File: src/rtl/mul_acc_feeder.sv
`default_nettype none
// =============================================================================
// mul_acc_feeder : SpMV row driver - pairs value/vector streams into A/B
// operands and tags each row total with its row_id. Option: FEEDER_PERF_CNT_EN
// Revision 1.0
// =============================================================================
module mul_acc_feeder #(
  parameter int DATA_W    = 32,
  parameter int LEN_W     = 16,
  parameter int ROW_W     = 32,
  parameter int RES_DEPTH = 4
) (
  input  logic                    aclk_0,
  input  logic                    aresetn_0,

  input  logic [ROW_W+LEN_W-1:0]  s_cmd_tdata,
  input  logic                    s_cmd_tvalid,
  output logic                    s_cmd_tready,

  input  logic [DATA_W-1:0]       s_val_tdata,
  input  logic                    s_val_tvalid,
  output logic                    s_val_tready,

  input  logic [DATA_W-1:0]       s_vec_tdata,
  input  logic                    s_vec_tvalid,
  output logic                    s_vec_tready,

  output logic [DATA_W-1:0]       M_AXIS_A_0_tdata,
  output logic                    M_AXIS_A_0_tlast,
  output logic                    M_AXIS_A_0_tvalid,
  input  logic                    M_AXIS_A_0_tready,

  output logic [DATA_W-1:0]       M_AXIS_B_0_tdata,
  output logic                    M_AXIS_B_0_tvalid,
  input  logic                    M_AXIS_B_0_tready,

  input  logic [DATA_W-1:0]       S_AXIS_RESULT_0_tdata,
  input  logic                    S_AXIS_RESULT_0_tlast,
  input  logic                    S_AXIS_RESULT_0_tvalid,

  output logic [ROW_W+DATA_W-1:0] m_res_tdata,
  output logic                    m_res_tvalid,
  input  logic                    m_res_tready,

  output logic                    err_orphan
`ifdef FEEDER_PERF_CNT_EN
  ,
  output logic [31:0]             perf_pairs,
  output logic [31:0]             perf_stall
`endif
);

  localparam int PTR_W = $clog2(RES_DEPTH);
  localparam int CNT_W = PTR_W + 1;
  localparam int RES_W = ROW_W + DATA_W;

  localparam logic [CNT_W-1:0] DEPTH_CNT = CNT_W'(RES_DEPTH);
  localparam logic [CNT_W-1:0] CNT_ONE   = CNT_W'(1);
  localparam logic [PTR_W:0]   PTR_ONE   = (PTR_W+1)'(1);
  localparam logic [LEN_W-1:0] LEN_ONE   = LEN_W'(1);

  localparam logic [1:0] S_IDLE   = 2'd0;
  localparam logic [1:0] S_STREAM = 2'd1;
  localparam logic [1:0] S_ZERO   = 2'd2;

  logic [1:0]        state;
  logic [LEN_W-1:0]  remaining;
  logic [CNT_W-1:0]  outstanding;

  logic              a_pend;
  logic              b_pend;
  logic              a_last;
  logic [DATA_W-1:0] a_data;
  logic [DATA_W-1:0] b_data;

  logic [ROW_W-1:0]  cmd_row;
  logic [LEN_W-1:0]  cmd_len;
  logic              slot_free;
  logic              cmd_fire;
  logic              load_pair;
  logic              load_zero;
  logic              res_fire;

  // ID FIFO: row_ids waiting for their row total
  logic [ROW_W-1:0]  id_mem [RES_DEPTH];
  logic [PTR_W:0]    id_wr;
  logic [PTR_W:0]    id_rd;
  logic              id_empty;
  logic              id_full;
  logic              id_pop;

  // Result FIFO: tagged totals waiting for the writeback path
  logic [RES_W-1:0]  rf_mem [RES_DEPTH];
  logic [PTR_W:0]    rf_wr;
  logic [PTR_W:0]    rf_rd;
  logic              rf_empty;
  logic              rf_full;

  logic              row_total;

  assign {cmd_row, cmd_len} = s_cmd_tdata;

  // The slot may be reloaded in the same cycle its pending beats complete.
  assign slot_free = (!a_pend || M_AXIS_A_0_tready) && (!b_pend || M_AXIS_B_0_tready);

  assign s_cmd_tready = aresetn_0 && (state == S_IDLE) && (outstanding < DEPTH_CNT);
  assign cmd_fire     = s_cmd_tvalid && s_cmd_tready;

  assign load_pair    = (state == S_STREAM) && slot_free && s_val_tvalid && s_vec_tvalid;
  assign load_zero    = (state == S_ZERO) && slot_free;
  assign s_val_tready = load_pair;
  assign s_vec_tready = load_pair;

  always_ff @(posedge aclk_0) begin
    if (!aresetn_0) begin
      state     <= S_IDLE;
      remaining <= '0;
    end else begin
      case (state)
        S_IDLE: begin
          if (cmd_fire) begin
            remaining <= cmd_len;
            state     <= (cmd_len == '0) ? S_ZERO : S_STREAM;
          end
        end
        S_STREAM: begin
          if (load_pair) begin
            remaining <= remaining - LEN_ONE;
            if (remaining == LEN_ONE) begin
              state <= S_IDLE;
            end
          end
        end
        S_ZERO: begin
          if (load_zero) begin
            state <= S_IDLE;
          end
        end
        default: state <= S_IDLE;
      endcase
    end
  end

  always_ff @(posedge aclk_0) begin
    if (!aresetn_0) begin
      a_pend <= 1'b0;
      b_pend <= 1'b0;
      a_last <= 1'b0;
      a_data <= '0;
      b_data <= '0;
    end else if (load_pair || load_zero) begin
      a_pend <= 1'b1;
      b_pend <= 1'b1;
      a_last <= load_zero || (remaining == LEN_ONE);
      a_data <= load_zero ? '0 : s_val_tdata;
      b_data <= load_zero ? '0 : s_vec_tdata;
    end else begin
      if (M_AXIS_A_0_tready) begin
        a_pend <= 1'b0;
      end
      if (M_AXIS_B_0_tready) begin
        b_pend <= 1'b0;
      end
    end
  end

  assign M_AXIS_A_0_tdata  = a_data;
  assign M_AXIS_A_0_tlast  = a_last;
  assign M_AXIS_A_0_tvalid = a_pend;
  assign M_AXIS_B_0_tdata  = b_data;
  assign M_AXIS_B_0_tvalid = b_pend;

  assign id_empty  = (id_wr == id_rd);
  assign id_full   = (id_wr[PTR_W] != id_rd[PTR_W]) &&
                     (id_wr[PTR_W-1:0] == id_rd[PTR_W-1:0]);
  assign row_total = S_AXIS_RESULT_0_tvalid && S_AXIS_RESULT_0_tlast;
  assign id_pop    = row_total && !id_empty;

  always_ff @(posedge aclk_0) begin
    if (cmd_fire) begin
      id_mem[id_wr[PTR_W-1:0]] <= cmd_row;
    end
  end

  always_ff @(posedge aclk_0) begin
    if (!aresetn_0) begin
      id_wr <= '0;
      id_rd <= '0;
    end else begin
      if (cmd_fire) begin
        id_wr <= id_wr + PTR_ONE;
      end
      if (id_pop) begin
        id_rd <= id_rd + PTR_ONE;
      end
    end
  end

  assign rf_empty     = (rf_wr == rf_rd);
  assign rf_full      = (rf_wr[PTR_W] != rf_rd[PTR_W]) &&
                        (rf_wr[PTR_W-1:0] == rf_rd[PTR_W-1:0]);
  assign m_res_tvalid = !rf_empty;
  assign m_res_tdata  = rf_mem[rf_rd[PTR_W-1:0]];
  assign res_fire     = m_res_tvalid && m_res_tready;

  always_ff @(posedge aclk_0) begin
    if (id_pop) begin
      rf_mem[rf_wr[PTR_W-1:0]] <= {id_mem[id_rd[PTR_W-1:0]], S_AXIS_RESULT_0_tdata};
    end
  end

  always_ff @(posedge aclk_0) begin
    if (!aresetn_0) begin
      rf_wr <= '0;
      rf_rd <= '0;
    end else begin
      if (id_pop) begin
        rf_wr <= rf_wr + PTR_ONE;
      end
      if (res_fire) begin
        rf_rd <= rf_rd + PTR_ONE;
      end
    end
  end

  // Credits cover rows from command accept until their tagged total is popped.
  always_ff @(posedge aclk_0) begin
    if (!aresetn_0) begin
      outstanding <= '0;
    end else if (cmd_fire && !res_fire) begin
      outstanding <= outstanding + CNT_ONE;
    end else if (!cmd_fire && res_fire) begin
      outstanding <= outstanding - CNT_ONE;
    end
  end

  always_ff @(posedge aclk_0) begin
    if (!aresetn_0) begin
      err_orphan <= 1'b0;
    end else if (row_total && id_empty) begin
      err_orphan <= 1'b1;
    end
  end

  always_ff @(posedge aclk_0) begin
    if (aresetn_0) begin
      assert (!(cmd_fire && id_full));
      assert (!(id_pop && rf_full));
    end
  end

`ifdef FEEDER_PERF_CNT_EN
  always_ff @(posedge aclk_0) begin
    if (!aresetn_0) begin
      perf_pairs <= '0;
      perf_stall <= '0;
    end else begin
      if (a_pend && M_AXIS_A_0_tready) begin
        perf_pairs <= perf_pairs + 32'd1;
      end
      if ((a_pend && !M_AXIS_A_0_tready) || (b_pend && !M_AXIS_B_0_tready)) begin
        perf_stall <= perf_stall + 32'd1;
      end
    end
  end
`endif

endmodule
`default_nettype wire

File: config.mk
export PLATFORM = sky130hd
export DESIGN_NAME = mul_acc_feeder
export DESIGN_NICKNAME = d
export VERILOG_FILES = /design/src/rtl/mul_acc_feeder.sv
export SDC_FILE = /design/constraint.sdc
export NUM_CORES = 1
export LEC_CHECK = 0
export ABC_AREA = 0
export CAP_MARGIN = 20
export CORE_ASPECT_RATIO = 1.5
export CORE_MARGIN = 5
export CORE_UTILIZATION = 38
export DETAILED_ROUTE_END_ITERATION = 12
export PLACE_DENSITY = 0.64
export SLEW_MARGIN = 15
export SYNTH_ARGS = -nofsm -noshare
export SYNTH_HDL_FRONTEND = slang
export SYNTH_SLANG_ARGS = --single-unit
File: constraint.sdc
create_clock -name aclk_0 -period 9.2 [get_ports aclk_0]
set_input_delay 1.38 -clock aclk_0 [delete_from_list [all_inputs] [get_ports aclk_0]]
set_output_delay 1.38 -clock aclk_0 [all_outputs]
set_load 0.1 [all_outputs]
==> results of run 1 <==
cells by family (layout without fill, tap and decap cells):
| family | count (synthesis) | count (layout) |
|---|---|---|
| flip-flops | 489 | 489 |
| AND/OR/NAND/NOR | 203 | 203 |
| AO/OA/AOI/OAI | 123 | 123 |
| multiplexers | 100 | 100 |
| buffers and inverters | 65 | 392 |
| XOR/XNOR | 19 | 19 |
| adder cells (fa/ha/maj) | 14 | 14 |
| other | 0 | 2 |
through the flow:
stage / instance area, um^2 / std cells / hold slack, ns / setup slack, ns
6_report: 23260 / 1942 / 0.4569 / 3.958
3_3_place_gp: 21770 / 1857 / 0.4415 / 3.992
5_1_grt: 23260 / 1940 / 0.4806 / 3.822
2_1_floorplan: 18300 / 1013 / 0.4580 / 4.836
4_1_cts: 23250 / 1940 / 0.4573 / 3.924
3_5_place_dp: 21770 / 1857 / 0.4485 / 3.951
synth_stat cells, drive strengths merged (2+ instances only):
cell / number
nor4: 6
o21ai: 13
o21a: 3
nor2: 66
buf: 27
a221oi: 2
edfxtp: 384
clkbuf: 26
a21boi: 2
nor2b: 2
a22oi: 39
xor2: 5
a21oi: 47
dfxtp: 105
mux4: 96
mux2i: 4
nand2: 78
or3b: 2
nand4: 4
xnor2: 14
a31oi: 2
ha: 13
nand3b: 2
nand3: 9
nor3: 10
o211ai: 2
and2: 9
or3: 2
inv: 11
nand2b: 7
o221ai: 4
flip-flops by register name (all words and copies together), names as in the netlist, named ones only:
signal	flops
rf_rd	3
rf_wr	3
M_AXIS_B_0_tvalid	1
M_AXIS_A_0_tvalid	1
id_wr	3
M_AXIS_A_0_tlast	1
id_mem	128
M_AXIS_A_0_tdata	32
outstanding	3
rf_mem	256
err_orphan	1
remaining	16
id_rd	3
state	2
M_AXIS_B_0_tdata	32
routing by layer:
metal,routed length [um],part of all wire [%],up-vias,global-route usage [%]
li1,-,-,4554,-
met1,14890,37,4991,16.90
met2,21750,53,314,28.71
met3,3057,7.5,70,4.490
met4,1068,2.6,4,4.580
met5,18,0.044,-,0
power groups by stage:
stage / Clock [uW] / Combinational [uW] / Sequential (uW)
after global routing: 2010 / 862 / 2520
after detailed placement: 0 / 823 / 2560
after global placement: 0 / 816 / 2550
after CTS: 1910 / 826 / 2510
after floorplan: 0 / 527 / 2620
final: 1850 / 815 / 2510
layout make-up:
cell class              instances  area [um^2]
repair buffers                297         2953
well taps                     600        750.7
fillers                      3995        24430
clock buffers                  58         1246
inverters                      12        57.56
diodes                          2        5.005
flip-flops and latches        489        13640
multi-input cells             459         4375
clock inverters                25        234.0
worst register-to-register path, delay by kind of cell, from the launching register on:
| family | cells | cell delay, ns |
|---|---|---|
| DFF | 1 | 0.89 |
| buffers and inverters | 2 | 0.79 |
| AOI/OAI and AO/OA | 1 | 0.09 |
| and+or+nand+nor | 4 | 1.13 |
worst min-delay path by stage:
stage / startpoint / endpoint / depth (start not counted)
4_1_cts: M_AXIS_B_0_tdata[13]$_SDFFE_PN0P_ / M_AXIS_B_0_tdata[13]$_SDFFE_PN0P_ / 2
3_5_place_dp: M_AXIS_B_0_tdata[13]$_SDFFE_PN0P_ / M_AXIS_B_0_tdata[13]$_SDFFE_PN0P_ / 2
6_report: M_AXIS_B_0_tdata[13]$_SDFFE_PN0P_ / M_AXIS_B_0_tdata[13]$_SDFFE_PN0P_ / 2
3_3_place_gp: M_AXIS_B_0_tdata[1]$_SDFFE_PN0P_ / M_AXIS_B_0_tdata[1]$_SDFFE_PN0P_ / 2
5_1_grt: M_AXIS_A_0_tdata[24]$_SDFFE_PN0P_ / M_AXIS_A_0_tdata[24]$_SDFFE_PN0P_ / 2
2_1_floorplan: remaining[1]$_SDFFE_PN0P_ / remaining[1]$_SDFFE_PN0P_ / 2
==> run metrics, run 1 <==
Nets approximately 1500; top cell type's share of synthesized area between 60% and 70%; Synth Area in XOR/XNOR 0.9095%; Min-Delay Path Class register to register; Gate power share approximately 16%; PwrDens between 200 and 250 nW/um^2; Clock Tree Buf Depth 3; R2R Path End remaining[9]$_SDFFE_PN0P_; outcome finished clean; Die H roughly 280 um; CTS H-tree depth 2; Setup TNS Final 0 ns; drt drc 0; leading cell type in the layout, fill and taps excluded edfxtp_1; Reg2Reg Depth 7; Switch Pwr ~1400 uW; antenna violations before repair 4; clk sinks about 500; Post-synth top flop edfxtp_1; delay of the slowest cell on the worst path approximately 1.2 ns; Clk pwr share about 36%; chip width about 190 um; total wire length around 40000 um; CP Data Required Time slightly below 8 ns; vias per cell between 5 and 6; GRT Total Usage roughly 15%; worst r2r src state[0]$_SDFFE_PN0P_; Root Buffer clkbuf_16; Final Power 5172 uW; final core occ 48.78%; Max Clock Freq between 150 and 200 MHz; EDFF count, synth 384; first-pass GRT wire length between 60000 and 70000 um; number of library cell types mapped by synthesis 65; Crit-path slowest cell clkdlybuf4s50_1; largest net degree at the start of global routing 68; Core Region 47700 um^2; Peak supply drop 0.0001312 V; relative slew slack between 20% and 30%; number of gates resized after CTS 0; CP bufs+invs 2; cts hold-fix bufs 0; initial core utilization 38.36%; CP endpoint kind primary output; Levels on crit path 4; share of cells above drive strength 1 approximately 15%; initial DRC count around 440; commonest cells after routing, fill and taps aside edfxtp_1, clkdlybuf4s50_1, dfxtp_1; Congestion Overflow GR 0; Post-Syn Instances around 1000; Synth Area in Simple Gates under 10%; Critical Path Start aresetn_0; Post-Syn Nets 1181; startpoint types primary input; Ys Warns 0; Adder-Cell Fraction of Synth Area less than 1%; Syn Area/Cell around 18 um^2; CP dominant cell by count clkdlybuf4s50_1; sequential share of the synthesized area between 70% and 80%; Flop pwr share 48.5%; Sw Share between 20% and 30%; final hold vios 0; fin. max-slew vios 0; period utilization ~57%; mux cell area share after synthesis roughly 12%; Pre-Repair DR Iteration Count 4; CTS tree done; final setup fails 0; PortBufs 289; Max Cap Viol 0; Min Clock Period, post-route 5.242 ns; reg2reg setup slack 6.15 ns; CP max FO 12; FF+latch count, synth about 490; CP top delay family buffers and inverters; largest area contributor in the netlist edfxtp_1; vias in the first global route 10876; CTS Buf Count between 40 and 50; Cell Area, Synth between 15000 and 20000 um^2; clk_skew 0.02131 ns; combinational family with the most area after synthesis multiplexers; Internal 3759 uW; P_leak about 0.0074 uW; Ports 290; Site Rows approximately 100; clock slew at reported path FFs 0.06 ns; HPWL after DPL 26030 um; Final GP Congestion 0.7963; Synth area leaders edfxtp_1, mux4_2, dfxtp_1, a22oi_1, nand2_1; RSZ-0062 raised after global routing no; Setup CP Type primary input to primary output; Die ar. between 50000 and 60000 um^2; Post-CTS Setup Bufs 0; Area Overhead vs Synth 27.15%; CP Cell Sequence clkdlybuf4s50_1 > or3b_1 > nor2_1 > clkdlybuf4s50_1; Synth async-reset ratio 0%; Skew-Pair Late Insertion Delay 0.57 ns; DR WL/cell between 20 and 25 um; compound-gate portion of the synthesized area approximately 4.5%; Slew @ Worst Pin around 1.1 ns; vias slightly below 10000; Routed Antenna Nets 0; crit path to s_cmd_tready; Crit path arrival time between 3 and 4 ns
Note: power is estimated with default switching activity, not from simulation.
==> run 2, diff against run 1 <==
==> constraint.sdc (replaced) <==
create_clock -name aclk_0 -period 5.35 [get_ports aclk_0]
set_input_delay 0.8025 -clock aclk_0 [delete_from_list [all_inputs] [get_ports aclk_0]]
set_output_delay 0.8025 -clock aclk_0 [all_outputs]
set_load 0.1 [all_outputs]
==> run 2 against run 1 <==
- power increased by 74%
- register-to-register slack lost 3.9 ns
- wire length is 1.5% lower
- final cell count is 0.15% higher
==> run metrics, run 2 (synthesis gave the netlist of run 1 again) <==
delay of the slowest cell on the worst path 0.99 ns (-0.16 ns); Crit path arrival time 3.24 ns (-0.62 ns); total wire length 40170 um (-1.5%); CP Data Required Time 4.55 ns (-3.27 ns); Peak supply drop 0.0002438 V (+86%); number of gates resized after CTS 0 (unchanged); CTS Buf Count 47 (+2.2%); DR WL/cell 20.65 um (-1.6%); Root Buffer clkbuf_16; leading cell type in the layout, fill and taps excluded edfxtp_1; Routed Antenna Nets 0 (unchanged); Slew @ Worst Pin 1.092 ns (+0.001063 ns); Min-Delay Path Class register to register; CP bufs+invs 2 (unchanged); Clock Tree Buf Depth 3 (unchanged); Die ar. 52730 um^2 (unchanged); Nets 1474 (+0.068%); vias in the first global route 10933 (+0.52%); fin. max-slew vios 0 (unchanged); commonest cells after routing, fill and taps aside edfxtp_1, clkdlybuf4s50_1, dfxtp_1; Pre-Repair DR Iteration Count 4 (unchanged); clk_skew 0.01307 ns (-0.008235 ns); Layout fillers 3980 (-0.38%); worst setup margin 1.305 ns (-2.653 ns); Setup CP Type register to primary output; final hold vios 0 (unchanged); chip width 189.2 um (unchanged); vias per cell 5.108 (-0.12%); CP endpoint kind primary output; CP top delay family buffers and inverters; startpoint types register; GRT busiest layer met2; final setup fails 0 (unchanged); Crit-path slowest cell clkdlybuf4s50_1; Core Region 47700 um^2 (unchanged); M1 GR Usage 16.70% (-0.19 points); Final GP Congestion 0.8034 (+0.89%); initial core utilization 38.36% (unchanged); Max Clock Freq 247.2 MHz; GRT Total Usage 15.05% (-0.35 points); cts hold-fix bufs 0 (unchanged); Min Clock Period, post-route 4.045 ns; relative slew slack 27.20% (-0.071 points); Site Rows 98 (unchanged); vias 9936 (+0.030%); clk sinks 489 (unchanged); initial DRC count 431 (-1.4%); CP Cell Sequence buf_12 > mux4_2 > clkdlybuf4s50_1; global-route met3 utilization 4.840% (+0.35 points); Final Power 8981 uW (+74%); CTS H-tree depth 2 (unchanged); outcome finished clean; met2 Use GR 27.46% (-1.2 points); first-pass GRT wire length 62220 um (-1.7%); Congestion Overflow GR 0 (unchanged); Area Overhead vs Synth 27.32%; final core occ 48.84% (+0.066 points); Max Cap Viol 0 (unchanged); Seq. cell area 13640 um^2 (unchanged); PortBufs 289 (unchanged); Post-CTS Setup Bufs 0 (unchanged); Die H 278.8 um (unchanged); Setup TNS Final 0 ns (unchanged); post-place setup slack 1.475 ns (-2.476 ns); CP max FO 40 (+28); RSZ-0062 raised after global routing no; footprint of the multi-input gates 4368 um^2 (-0.17%); P_leak 0.007417 uW (+0.19%); period utilization ~76%; Min Hold Slack 0.4528 ns (-0.004135 ns); share of cells above drive strength 1 15.64% (+0.41 points); HPWL after DPL 25650 um (-1.5%); largest net degree at the start of global routing 67 (-1.5%); max reg flops 256 (unchanged); Skew-Pair Late Insertion Delay 0.56 ns (about the same); CTS tree done; drt drc 0 (unchanged); Ports 290 (unchanged); clock slew at reported path FFs 0.06 ns (about the same); antenna violations before repair 4 (unchanged); PwrDens 385.5 nW/um^2 (+73%)
-- run 2: changes by cell type in the layout (fill, tap and decap cells not counted), moves of 2 or more --
cell / delta
clkbuf_8: -3
inv_6: -2
inv_1: -2
clkbuf_2: +4
clkinv_1: +2
clkbuf_16: +2
clkdlybuf4s50_1: -2
clkinv_2: +2
clkinv_8: +2
clkinvlp_4: +2
clkinv_4: -2
-- run 2: path summary, 6_finish.rpt --
| check | from | endpoint | slack [ns] | depth (start not counted) |
|---|---|---|---|---|
| worst max-delay path | register | m_res_tdata[50] | 1.30 | 3 |
| worst min-delay path | M_AXIS_B_0_tdata[11]$_SDFFE_PN0P_ | M_AXIS_B_0_tdata[11]$_SDFFE_PN0P_ | 0.45 | 2 |
| worst max register to register | state[0]$_SDFFE_PN0P_ | remaining[9]$_SDFFE_PN0P_ | 2.30 | 7 |
| worst min register to register | M_AXIS_B_0_tdata[11]$_SDFFE_PN0P_ | M_AXIS_B_0_tdata[11]$_SDFFE_PN0P_ | 0.45 | 2 |
-- run 2: worst reg2reg max path, cell delays in order (launching register included) --
cell and delay [ns]:
dfxtp_1 0.85, nand4b_1 0.24, nand3b_4 0.50, inv_2 0.22
buf_4 0.60, nor2_8 0.17, nor3_4 0.24, a2111oi_2 0.10
-- run 2: area by class of cell --
cell class | instances | area share [%]
clock buffers | 60 | 5.457
inverters | 12 | 0.2471
clock inverters | 26 | 1.015
diodes | 2 | 0.02148
multi-input cells | 459 | 18.75
flip-flops and latches | 489 | 58.56
repair buffers | 297 | 12.72
well taps | 600 | 3.223
-- run 2: routing by layer --
layer	up-vias	part of all wire, %	routed length [um]
li1	4559	-	-
met1	4988	37	14920
met2	320	52	21050
met3	65	7.8	3124
met4	4	2.6	1061
met5	-	0.050	20
-- run 2: through the flow --
step	cell area (um^2)	std cells
2_1_floorplan	18300	1013
3_3_place_gp	21770	1856
3_5_place_dp	21780	1857
4_1_cts	23290	1943
5_1_grt	23290	1943
6_report	23300	1945
-- run 2: power breakdown --
part           total (uW)  switching [uW]  internal, uW
Combinational        1410             940           469
Sequential           4310            84.0          4230
Clock                3260            1420          1840
